===== src/rtl/sub_serial_11bit.sv =====
// Bit-serial unsigned subtractor: minuend - subtrahend, one bit per cycle, LSB first.
// Result and borrow update only when the final bit is done; done pulses for one cycle.
module sub_serial_11bit #(
    parameter int WIDTH = 11
) (
    input  logic             clk,
    input  logic             rst,
    input  logic             start,
    input  logic [WIDTH:0]   minuend,
    input  logic [WIDTH-1:0] subtrahend,
    output logic             busy,
    output logic             done,
    output logic [WIDTH:0]   diff,
    output logic             borrow
);

    localparam int CW = $clog2(WIDTH + 1);

    typedef enum logic [1:0] {
        IDLE = 2'd0,
        RUN  = 2'd1,
        DONE = 2'd2
    } state_t;

    state_t         r_state;
    state_t         w_next;
    logic [WIDTH:0] r_m;
    logic [WIDTH:0] r_s;
    logic [WIDTH:0] r_sh;
    logic           r_bin;
    logic [CW-1:0]  r_cnt;
    logic [WIDTH:0] r_diff;
    logic           r_borrow;
    logic           w_d;
    logic           w_bout;
    logic           w_last;
    logic           w_accept;

    assign w_d      = r_m[0] ^ r_s[0] ^ r_bin;
    assign w_bout   = (~r_m[0] & r_s[0]) | (~(r_m[0] ^ r_s[0]) & r_bin);
    assign w_last   = (r_cnt == CW'(WIDTH));
    assign w_accept = start && (r_state != RUN);

    assign diff   = r_diff;
    assign borrow = r_borrow;

    always_ff @(posedge clk or posedge rst) begin
        if (rst) begin
            r_state <= IDLE;
        end else begin
            r_state <= w_next;
        end
    end

    always_comb begin
        w_next = r_state;
        busy   = 1'b0;
        done   = 1'b0;
        case (r_state)
            IDLE: begin
                if (start) begin
                    w_next = RUN;
                end
            end
            RUN: begin
                busy = 1'b1;
                if (w_last) begin
                    w_next = DONE;
                end
            end
            DONE: begin
                done   = 1'b1;
                w_next = start ? RUN : IDLE;
            end
            default: w_next = IDLE;
        endcase
    end

    // Operands shift right so bit 0 is always the one being processed.
    always_ff @(posedge clk or posedge rst) begin
        if (rst) begin
            r_m      <= '0;
            r_s      <= '0;
            r_sh     <= '0;
            r_bin    <= 1'b0;
            r_cnt    <= '0;
            r_diff   <= '0;
            r_borrow <= 1'b0;
        end else if (w_accept) begin
            r_m   <= minuend;
            r_s   <= {1'b0, subtrahend};
            r_sh  <= '0;
            r_bin <= 1'b0;
            r_cnt <= '0;
        end else if (r_state == RUN) begin
            r_m   <= r_m >> 1;
            r_s   <= r_s >> 1;
            r_bin <= w_bout;
            r_sh  <= {w_d, r_sh[WIDTH:1]};
            r_cnt <= r_cnt + CW'(1);
            if (w_last) begin
                r_diff   <= {w_d, r_sh[WIDTH:1]};
                r_borrow <= w_bout;
            end
        end
    end

endmodule


===== config.mk =====
export PLATFORM = sky130hd
export DESIGN_NAME = sub_serial_11bit
export DESIGN_NICKNAME = d
export VERILOG_FILES = /design/src/rtl/sub_serial_11bit.sv
export SDC_FILE = /design/constraint.sdc
export NUM_CORES = 1
export LEC_CHECK = 0
export ABC_AREA = 1
export BUFFER_PORTS_ARGS = -buffer_cell sky130_fd_sc_hd__buf_2
export CAP_MARGIN = 20
export CORE_ASPECT_RATIO = 1.2
export CORE_MARGIN = 2
export CORE_UTILIZATION = 54
export CTS_CLUSTER_DIAMETER = 50
export DETAILED_ROUTE_END_ITERATION = 10
export PLACE_DENSITY = 0.78
export SETUP_SLACK_MARGIN = 0.4
export SLEW_MARGIN = 40
export SYNTH_ARGS = -nofsm -noshare
export SYNTH_HDL_FRONTEND = slang
export SYNTH_SLANG_ARGS = --single-unit
export TNS_END_PERCENT = 50

===== constraint.sdc =====
create_clock -name clk -period 1.75 [get_ports clk]
set_input_delay 0.0875 -clock clk [delete_from_list [all_inputs] [get_ports clk]]
set_output_delay 0.0875 -clock clk [all_outputs]
set_load 0.02 [all_outputs]

==> results.py <==
metrics = {
    "clock_tree": {
        "clockRootBuffer": "clkbuf_8",
        "cts_buffers": 5,
        "cts_tree": "yes",
        "clk_latency_ps": 300,
        "ctsLongestPathBuffers": 2,
        "htree_num_levels": 2,
        "clk_pin_slew_ps": 90,
        "cts_sinks": 54,
    },
    "worst_setup_path": {
        "critPathLaunchType": "register",
        "worst-path-buf-inv": 3,
        "required_ps": 1660,
        "crit_family": "buffers and inverters",
        "max_stage_delay_ps": 380,
        "critPathCaptureType": "output pin",
        "slowest_stage": "dfrtp_1",
        "crit_chain": "inv_2 -> nor2_4 -> buf_12 -> buf_2",
        "arrival_ps": 1220,
        "cp_max_fo": 25,
        "critPathKind": "register to output pin",
    },
    "synth": {
        "synth_ff_type": "dfrtp_1",
        "syn_area_um2": 2240,
        "ys_ff_latch": 54,
        "syn-num-nets": 273,
        "yosysSeqAreaShare_pct": 60.3,
        "synth_area_per_cell_um2": 9.15,
        "synth_edf_count": 0,
        "yosysTopAreaCellShare_pct": 60.3,
        "yosysMostFrequentCell": "nand2_1",
        "yosysWarnings": 0,
        "synth_largest_area_cell": "dfrtp_1",
        "synthDistinctLibCells": 18,
        "synth_top_cells_by_area": "dfrtp_1 (60%), nand2_1 (12%), nand3_1 (9.8%)",
        "synth_common_cells": "nand2_1 (74), dfrtp_1 (54), nand3_1 (44)",
        "synth_cells": 245,
        "async_flop_share_pct": 100,
    },
    "routing": {
        "drt_iter0_markers": 122,
        "dr_total_vias": 1860,
        "drc": 0,
        "wl_um": 4650,
        "ant_nets": 0,
        "firstDrtPassIters": 5,
        "vias_per_cell": 5.21,
        "post_drt_wl_per_cell_um": 13.0,
    },
    "global_routing": {
        "grt_pass1_vias": 1765,
        "grt.total_usage_pct": 21.4,
        "grt_pass1_wl_um": 7810,
        "antenna_found_initial": 0,
        "gr-total-overflow": 0,
        "grt_max_degree": 29,
    },
    "place": {
        "portBuffers": 40,
        "routabilityCongestion": 0.771,
        "place_hpwl_um": 2940,
    },
    "power_and_ir_drop": {
        "power_uw": 4540,
        "ir_drop_uv": 783,
        "p_per_area_nw_per_um2": 1640,
        "p_leak_uw": 0.00140,
    },
    "layout": {
        "area_growth_pct": 23.7,
        "final_util_pct": 69.8,
        "nNetsFinal": 331,
        "nFillCells": 335,
        "drive_gt1_share_pct": 21.8,
        "antenna_cells": 0,
    },
    "timing": {
        "final_max_slew_viol_count": 0,
        "skew_ps": 3.40,
        "slew_headroom_pct": 60.4,
        "rsz0062_at_grt": "true",
        "timing_worst_slew_pin_value_ps": 593,
        "hold_violations": 0,
        "fin_crit_sh_pct": 74.5,
        "setup_viol_count_final": 0,
        "setup_tns_ps": 0,
        "fmax_ghz": 0.767,
        "min_period_ps": 1300,
        "whs_ps": 29.4,
    },
    "floorplan": {
        "die_y_um": 74.6,
        "dieArea_um2": 4690,
        "io_pins": 41,
        "fp.dieW_um": 62.8,
        "initial_core_util_pct": 56.4,
        "rows": 25,
        "core_area_um2": 3970,
    },
    "outcome": {
        "status": "complete, no violations",
    },
    "worst_hold_path": {
        "hold_path.class": "input port to register",
    },
    "job": {
        "drv_cap": 0,
    },
}
-- placed cells by master, fill, tap and decap left out --
cell           synthesis  routed
nand2_1               74      73
nand2_4                0       2
nor2_4                 1       2
buf_2                  6      40
clkinvlp_4             0       3
buf_4                  2       5
ha_1                   1       1
buf_12                 0       2
o21ai_0                2       2
inv_1                 20      18
inv_2                  2       2
clkbuf_8               0       5
clkinv_2               0       2
nor2_1                 6       5
nand3_1               44      44
a21oi_1                1       1
nand2_2                3       3
o22ai_1               12      12
dlygate4sd3_1          0      14
dfrtp_1               54      54
fa_1                   1       1
o21ai_1               12      12
-- cell type report --
cell class,count,area (um^2),share of cell area (%)
Sequential cell,54,1350,48.7
Multi-Input combinational cell,158,759,27.4
Timing Repair Buffer,61,418,15.1
Inverter,22,90.1,3.25
Clock buffer,5,68.8,2.48
Tap cell,54,67.6,2.44
Clock inverter,2,10.0,0.361
Timing Repair inverter,1,7.51,0.271
-- where the power goes --
group	switching [uW]	internal (uW)	leakage [uW]
clock	384	270	0.0000438
sequential	286	1790	0.000682
combinational	1100	704	0.000675
-- logic make-up (layout without fill, tap and decap cells) --
group	count (synthesis)	after routing	share of synthesized area, %
AOI/OAI and AO/OA	27	27	6.70
adders and majority gates	2	2	1.45
buffers and inverters	34	91	7.03
DFF	54	54	60.3
and+or+nand+nor	128	129	24.6
-- state kept, by name (all words and copies together), names as in the netlist --
register / cells
r_s: 11
borrow: 1
r_bin: 1
r_state: 2
diff: 12
r_cnt: 4
r_m: 12
r_sh: 11
-- worst reg2reg max path, stage by stage (launching register included) --
cell and delay (ps):
dfrtp_1 390, ha_1 200, nand2_1 110, nor2_4 180, nand2_4 140, nand2_1 80
o21ai_1 60
-- worst paths after layout --
kind	start	endpoint	slack (ps)	cells past startpoint
setup / recovery	r_state[0]$_DFFE_PP0P_	busy	450	4
hold / removal	subtrahend[8]	r_s[8]$_DFFE_PP0P_	30	3
setup reg to reg	r_cnt[0]$_DFFE_PP0P_	diff[3]$_DFFE_PP0P_	470	6
hold reg to reg	r_m[11]$_DFFE_PP0P_	r_m[11]$_DFFE_PP0P_	480	2
max in group asynchronous	rst	r_m[10]$_DFFE_PP0P_	830	4
min in group asynchronous	rst	r_sh[1]$_DFFE_PP0P_	390	3
-- layer usage --
metal  up-vias  GRT usage [%]  share of wire (%)
li1        907              -                  -
met1       895           25.4                 43
met2        51           38.8                 50
met3         7           4.39                4.3
met4         0           8.40                2.0
met5         -              0                  0
-- through the flow --
| stage | std cells | worst slack [ps] | area, um^2 |
|---|---|---|---|
| after floorplan | 245 | 531 | 2250 |
| after global placement | 332 | 345 | 2490 |
| after detailed placement | 332 | 299 | 2490 |
| after CTS | 356 | 423 | 2760 |
| after global routing | 357 | 359 | 2770 |
| final | 357 | 446 | 2770 |
-- what timing repair did --
item / in CTS / in global routing
setup buffers: 2 / 0
resized for setup: 7 / 3
pin swaps: 2 / 0
gates cloned: 1 / 1
setup endpoints to repair: 15 / 23
hold buffers: 14 / 0
hold endpoints to repair: 39 / 0
(Power assumes the default switching activity.)
